===== src/rtl/matrix_scan_ctrl.sv =====
// HUB75-style LED matrix scan controller: shift, blank, latch, display per row pair.
// Define MATRIX_DOUBLE_BUFFER_EN to enable frame-boundary bank swapping.
module matrix_scan_ctrl #(
    parameter int COLS        = 32,
    parameter int ROWS        = 16,
    parameter int DISP_CYCLES = 256
) (
    input  logic       clk,
    input  logic       reset,
    input  logic       run,
    input  logic       swap_req,
    output logic [9:0] fb_addr,
    input  logic [2:0] fb_data1,
    input  logic [2:0] fb_data2,
    output logic [2:0] RGB1,
    output logic [2:0] RGB2,
    output logic       sclk,
    output logic [3:0] rowD,
    output logic       LAT,
    output logic       OE,
    output logic       frame_done,
    output logic       swap_ack
);

    localparam int SW = $clog2(2*COLS+1);
    localparam int DW = $clog2(DISP_CYCLES);

    localparam logic [SW-1:0] STEP_LAST = SW'(2*COLS);
    localparam logic [DW-1:0] DISP_LAST = DW'(DISP_CYCLES-1);
    localparam logic [4:0]    COL_LAST  = 5'(COLS-1);
    localparam logic [3:0]    ROW_LAST  = 4'(ROWS-1);

    localparam logic [2:0] S_IDLE    = 3'd0;
    localparam logic [2:0] S_SHIFT   = 3'd1;
    localparam logic [2:0] S_BLANK   = 3'd2;
    localparam logic [2:0] S_LATCH   = 3'd3;
    localparam logic [2:0] S_DISPLAY = 3'd4;

    logic [2:0]    state, state_nx;
    logic [SW-1:0] step;
    logic [DW-1:0] dcnt;
    logic [4:0]    col;
    logic [3:0]    row;
    logic          bank;
    logic          shift_end, disp_end, frame_end;

    assign shift_end = (state == S_SHIFT) && (step == STEP_LAST);
    assign disp_end  = (state == S_DISPLAY) && (dcnt == DISP_LAST);
    assign frame_end = disp_end && (row == ROW_LAST);

    always_comb begin
        state_nx = state;
        unique case (state)
            S_IDLE:    if (run) state_nx = S_SHIFT;
            S_SHIFT:   if (shift_end) state_nx = S_BLANK;
            S_BLANK:   state_nx = S_LATCH;
            S_LATCH:   state_nx = S_DISPLAY;
            S_DISPLAY: if (disp_end) state_nx = (frame_end && !run) ? S_IDLE : S_SHIFT;
            default:   state_nx = S_IDLE;
        endcase
    end

    always_ff @(posedge clk or negedge reset) begin
        if (!reset) begin
            state <= S_IDLE;
            step  <= '0;
            dcnt  <= '0;
            col   <= '0;
            row   <= '0;
            RGB1  <= '0;
            RGB2  <= '0;
            rowD  <= '0;
            OE    <= 1'b1;
        end else begin
            state <= state_nx;
            step  <= (state == S_SHIFT && !shift_end) ? step + SW'(1) : '0;
            dcnt  <= (state == S_DISPLAY && !disp_end) ? dcnt + DW'(1) : '0;
            // Address leads the panel data by one read; park on the last column.
            if (state != S_SHIFT)
                col <= '0;
            else if (!step[0] && col != COL_LAST)
                col <= col + 5'd1;
            if (state == S_IDLE)
                row <= '0;
            else if (disp_end)
                row <= frame_end ? 4'd0 : row + 4'd1;
            if (state == S_SHIFT && step[0]) begin
                RGB1 <= fb_data1;
                RGB2 <= fb_data2;
            end
            if (shift_end)
                rowD <= row;
            // Previous row stays lit while the next one shifts in.
            if (state_nx == S_DISPLAY)
                OE <= 1'b0;
            else if (state_nx != S_SHIFT)
                OE <= 1'b1;
        end
    end

`ifdef MATRIX_DOUBLE_BUFFER_EN
    always_ff @(posedge clk or negedge reset) begin
        if (!reset)
            bank <= 1'b0;
        else if (frame_end && swap_req)
            bank <= ~bank;
    end
    assign swap_ack = frame_end && swap_req;
`else
    logic unused_swap;
    assign unused_swap = swap_req;
    assign bank        = 1'b0;
    assign swap_ack    = 1'b0;
`endif

    assign fb_addr    = {bank, row, col};
    assign sclk       = (state == S_SHIFT) && (step != '0) && !step[0];
    assign LAT        = (state == S_LATCH);
    assign frame_done = frame_end;

endmodule


===== config.mk =====
export PLATFORM = sky130hd
export DESIGN_NAME = matrix_scan_ctrl
export DESIGN_NICKNAME = d
export VERILOG_FILES = /design/src/rtl/matrix_scan_ctrl.sv
export SDC_FILE = /design/constraint.sdc
export NUM_CORES = 1
export LEC_CHECK = 0
export CAP_MARGIN = 20
export CORE_ASPECT_RATIO = 1.2
export CORE_UTILIZATION = 25
export DETAILED_ROUTE_END_ITERATION = 16
export PLACE_DENSITY_LB_ADDON = 0.3
export SYNTH_ARGS = -nofsm -noshare
export SYNTH_HDL_FRONTEND = slang
export SYNTH_SLANG_ARGS = --single-unit
export TNS_END_PERCENT = 1

===== constraint.sdc =====
create_clock -name clk -period 2 [get_ports clk]
set_input_delay 0.4 -clock clk [delete_from_list [all_inputs] [get_ports clk]]
set_output_delay 0.4 -clock clk [all_outputs]
set_load 0.005 [all_outputs]

==> metrics, run 1 <==
outcome=completed; Num CTS Buffers=5; Slew Limit Fails=0; post-DP HPWL=~2700 microns; syn avg cell area=11.00 sq um; initial antenna violation count=0; DRC=0; Static Leak=1.144 nW; crit path kind=reg2reg; hold_buf cts=0; DRT iter0 DRCs=48; Max Cap Violations=0; Starting Density=about a quarter; clk buf depth=2; Worst-Margin Slew=between 500 and 600 ps; TritonCTS sink count=38; via count=approximately 1,300; layout cells sized above 1=a little over a fifth; largest net degree at the start of global routing=22; Final Skew=roughly 9.0 ps; Final min period=~2000 ps; top_reg_cell synth=dfrtp_1; DRT Pass-1 Iters=4; share of the synthesized area in the top cell type=51.64%; root buffer cell=clkbuf_8; Routed Antenna Nets=0; Crit. Startpoint=state[1]; io pins=35; core box area=between 6000 and 7000 sq um; Synth Register Bits=38; total grt overflow=0; fmax=just over 0.5 GHz; YS warnings=0; most common cell in the netlist=dfrtp_1; crit path capture=rowD[3]; Synth async-reset ratio=100.0%; register-to-register setup slack=between 30 and 40 ps; Layout area overhead=38.66%; Post-synth EDFFs=0; Ant. Diodes=0; later-pin clock latency in the skew report=approximately 290 ps; Via density=approximately 4.3; Die Ht=94.77 microns; H-tree levels=2; CTS tree=built; Setup violations, final=0; Slew HR=about 66%; vias in the first global route=1,291; Post-layout nets=roughly 230; Worst Setup Start Kind=register; Worst-path clk slew=roughly 80 ps; DRT Wirelength=between 3000 and 4000 microns; Netlist cell types=35; DIE WIDTH=between 70 and 80 microns; Syn Std Cell Area=around 1800 sq um; post-synthesis cell count=roughly 160; synth cell count leaders=37 x dfrtp_1, 26 x nor2_1, 10 x nand2_1, 9 x xor2_1, 8 x nand3_1; end-of-flow core utilization=around 36%; area occupied by multi-input gates=795.8 sq um; peak supply drop=236.7 uV; CP required=between 2000 and 2500 ps; post-synth top area cell=dfrtp_1; Port Buffers=31; Wirelength per Cell=roughly 12 microns; worst hold path type=in2async; register area=~950 sq um; crit-path max FO=8; first-pass GRT wire length=around 6300 microns; R2R Path Start=state[1]; final worst path period share=a little over nine tenths; Layout fillers=roughly 690; Crit path arrival time=about 2200 ps; final hold slack=~69 ps; RSZ-0062 raised after global routing=yes; Reg2Reg Depth=4; endpoints failing hold=0; Final GP Congestion=around 0.7; DIE AREA=roughly 7500 sq um; GRT Overall Usage=approximately 11%; sequential area share after synthesis=a little over half; synth top area cells=dfrtp_1 52%, nor2_1 5.4%, xor2_1 4.4%, ha_1 4.2%, mux2_2 3.8%; Setup crit end kind=register; # rows=33; r2r endpoint=rowD[3]; PwrDens=roughly 660 nW/um^2
-- worst min path at each step --
stage | end | slack [ps] | cells past startpoint
after floorplan | RGB1[0] | 100 | 0
after global placement | RGB1[1] | 410 | 1
after detailed placement | RGB2[0] | 410 | 1
after CTS | step[5] | 90 | 1
after global routing | step[5] | 110 | 1
final | RGB2[0] | 70 | 1
-- placed cells by master (no fill, tap or decap), types with 3 or more instances in the layout --
master	count
inv_1	6
xnor2_1	5
nand4_1	3
ha_1	5
a21oi_1	3
and3_1	5
mux2_2	6
xor2_1	9
nand2_1	10
o21ai_0	5
clkdlybuf4s50_1	27
dlygate4sd2_1	3
nor2_1	26
dfrtp_1	37
mux2_4	4
clkbuf_8	6
buf_4	19
nand3_1	8
-- layout make-up --
cell class | count | share of cell area (%)
clock buffer | 6 | 3.322
sequential | 38 | 38.30
clock inverter | 2 | 2.416
tap | 87 | 4.378
multi-input combinational | 115 | 32.01
inverter | 6 | 0.9059
timing repair buffer | 51 | 18.67
-- critical path, stage by stage (launching register included) --
cell and delay, ps:
dfrtp_1 410, or3b_4 410, buf_4 170, or4_4 550, mux2_4 320
-- registers in the layout, indices dropped and copies added, names as in the netlist --
name,flops
rowD,4
dcnt,8
col,5
OE,1
row,4
step,7
RGB2,3
state,3
RGB1,3
-- per-layer routing --
layer	track usage (%)	vias to the layer above	part of all wire [%]
met5	0	-	0
met4	5.455	0	2.1
met3	2.319	7	2.8
met2	17.46	17	50
met1	14.04	613	45
li1	-	664	-
-- report_power, final --
part	switching (mW)	internal, mW	total (mW)	leakage, nW
registers	0.00292	0.774	0.777	0.478
logic	0.0231	0.0309	0.0540	0.595
clock network	0.277	0.532	0.809	0.0714
total	0.303	1.34	1.64	1.14
-- cells by family after synthesis --
logic type	after synthesis	synth area share, %
flops	38	53.11
mux	10	7.118
buf+inv	11	3.558
other cells	1	0.2092
xor+xnor	14	6.839
simple gates	66	18.56
compound gates	17	6.420
fa+ha+maj	6	4.187
-- per-stage QoR --
step | setup TNS, ps | std cells | instance area (sq um) | power, mW | setup WS, ps
global route | -105.6 | 305 | 2486 | 1.696 | -35.42
CTS | 0 | 305 | 2484 | 1.666 | 8.928
detailed placement | -3.173 | 296 | 2327 | 0.8489 | -3.173
finish | 0 | 305 | 2486 | 1.640 | 30.84
floorplan | -43.63 | 164 | 1799 | 0.8018 | -10.91
global placement | 0 | 296 | 2327 | 0.8478 | 7.055
-- what timing repair did --
action                                  CTS  global route
endpoints found under the setup margin    3             5
pin swaps                                 1             1
buffers inserted                          1             0
hold endpoints to repair                  0             0
resized for setup                         5             1
Note: power is estimated with default switching activity, not from simulation.
==> run 2, diff against run 1 <==
Settings changed: CORE_UTILIZATION 25 to 46.
==> run 2 against run 1 <==
Clock power decreased by 2.5%; first-iteration DRC count decreased by 35%; via count increased by 3.6%; largest cell class unchanged; register-to-register slack got worse by 20 ps; power decreased by 1.4%; wire length increased by 6.5%; sequential share of layout area increased by 1.2 points.
==> metrics, run 2 (same netlist as run 1, synthesis figures left out) <==
RSZ-0062 raised after global routing=yes; total grt overflow=0; Final Cell Area=2409 sq um; Worst Setup Start Kind=register; crit-path max FO=5; # rows=24; CP required=around 2200 ps; Seq pwr share=a little under half; Setup crit end kind=register; DP Cell Count=257; GRT Overall Usage=about a fifth; root buffer cell=clkbuf_8; setup TNS=0 ps; Die Ht=a little over 70 microns; Layout area overhead=34.33%; Max Cap Violations=0; Port Buffers=31; Ant. Diodes=0; commonest non-fill, non-tap cell in the layout=dfrtp_1; kind of cell adding the most delay to the critical path=simple AND/OR/NAND/NOR gates; core box area=3694 sq um; PwrDens=about 670 nW/um^2; DIE AREA=~4200 sq um; Final GP Congestion=roughly 0.8; H-tree levels=2; Static Leak=1.103 nW; via count=1,348; Largest Register=dcnt; DIE WIDTH=about 59 microns; clk buf depth=2; worst-path cell chain=inv_1 > ha_2 > or4bb_1 > or4_4 > mux2_4; non-filler instance count after layout=~270; clock share of power=48.8%; Wirelength per Cell=approximately 14 microns; leading registers by flop count=dcnt (8), step (7), col (5); io pins=35; post-DP HPWL=about 2700 microns; Setup violations, final=0; vias in the first global route=roughly 1,400; later-pin clock latency in the skew report=roughly 300 ps; first-pass GRT wire length=approximately 6400 microns; Via density=between 5 and 6; Pint=approximately 1.3 mW; switching power=between 0.3 and 0.4 mW; Num CTS Buffers=5; Post-Place Cell Area=about 2200 sq um; final worst path period share=between 90% and 100%; Starting Density=between 40% and 50%; layout cells sized above 1=between 20% and 30%; outcome=completed; DRT iter0 DRCs=31; CTS tree=built; Worst-path clk slew=80 ps; Net Sw Frac=between 10% and 20%; total power draw=approximately 1.6 mW; Post-layout nets=229; worst hold path type=reg2reg; initial antenna violation count=0; Buf/Inv on CP=1; fmax=~0.5 GHz; Routed Antenna Nets=0; crit-path max cell delay=500 ps; Largest register FFs=8; Slew Limit Fails=0; DRT Wirelength=~3800 microns; Final Skew=approximately 2.5 ps; end-of-flow core utilization=approximately 65%; commonest non-fill, non-tap cells in the layout=37 x dfrtp_1, 28 x clkdlybuf4s50_1, 26 x nor2_1; CP max-delay cell=or4_4; peak supply drop=between 600 and 700 uV; Layout fillers=roughly 300; Comb pwr share=around 3.2%; largest net degree at the start of global routing=39; DRC=0; DRT Pass-1 Iters=4; TritonCTS sink count=38; crit path kind=reg2reg; Final min period=between 1500 and 2000 ps; Crit path arrival time=2180 ps; endpoints failing hold=0
==> run 2: final cells by class <==
class | instances | area (sq um) | area share (%)
inverters | 6 | 22.52 | 0.9351
clock inverters | 3 | 68.82 | 2.857
repair buffers | 47 | 427.9 | 17.77
clock buffers | 5 | 68.82 | 2.857
flip-flops and latches | 38 | 952.2 | 39.53
multi-input cells | 115 | 803.3 | 33.35
well taps | 52 | 65.06 | 2.701
==> run 2: repair_timing <==
item                                   4_1_cts  5_1_grt
resized for setup                            8        2
setup endpoints to repair                    5        5
pin swaps                                    1        0
gates cloned                                 0        0
endpoints found under the hold margin        0        0
hold buffers                                 0        0
buffers inserted                             1        0
==> run 2: path summary, 6_finish.rpt <==
check | from | to | slack [ps] | cells after the start
worst min register to register | RGB1[0] | RGB1[0] | 510 | 1
min in group asynchronous | reset | col[3] | 530 | 2
worst min-delay path | RGB1[0] | RGB1[0] | 510 | 1
worst max register to register | step[1] | rowD[2] | 10 | 5
max in group asynchronous | reset | OE | 1120 | 2
worst max-delay path | step[1] | rowD[2] | 10 | 5
==> run 2: per-stage QoR <==
stage               hold WS (ps)  worst slack [ps]
detailed placement         496.9             15.65
finish                     510.0             11.62
global route               531.9            -44.88
global placement           490.4             67.43
CTS                        514.0            -1.530
floorplan                  104.4            -10.91
==> run 2: power groups by stage <==
stage	Clock, mW	Sequential (mW)	Combinational [mW]
floorplan	0	0.793	0.00905
global placement	0	0.792	0.0517
detailed placement	0	0.792	0.0531
CTS	0.805	0.777	0.0532
finish	0.789	0.777	0.0515
global route	0.836	0.777	0.0574
==> run 2: per-layer routing <==
layer / global-route usage (%) / vias to the layer above / share of wire, %
met5: 0 / - / 0
met4: 11.90 / 0 / 2.0
met3: 5.185 / 7 / 2.8
met2: 36.11 / 15 / 54
met1: 23.27 / 672 / 41
li1: - / 654 / -
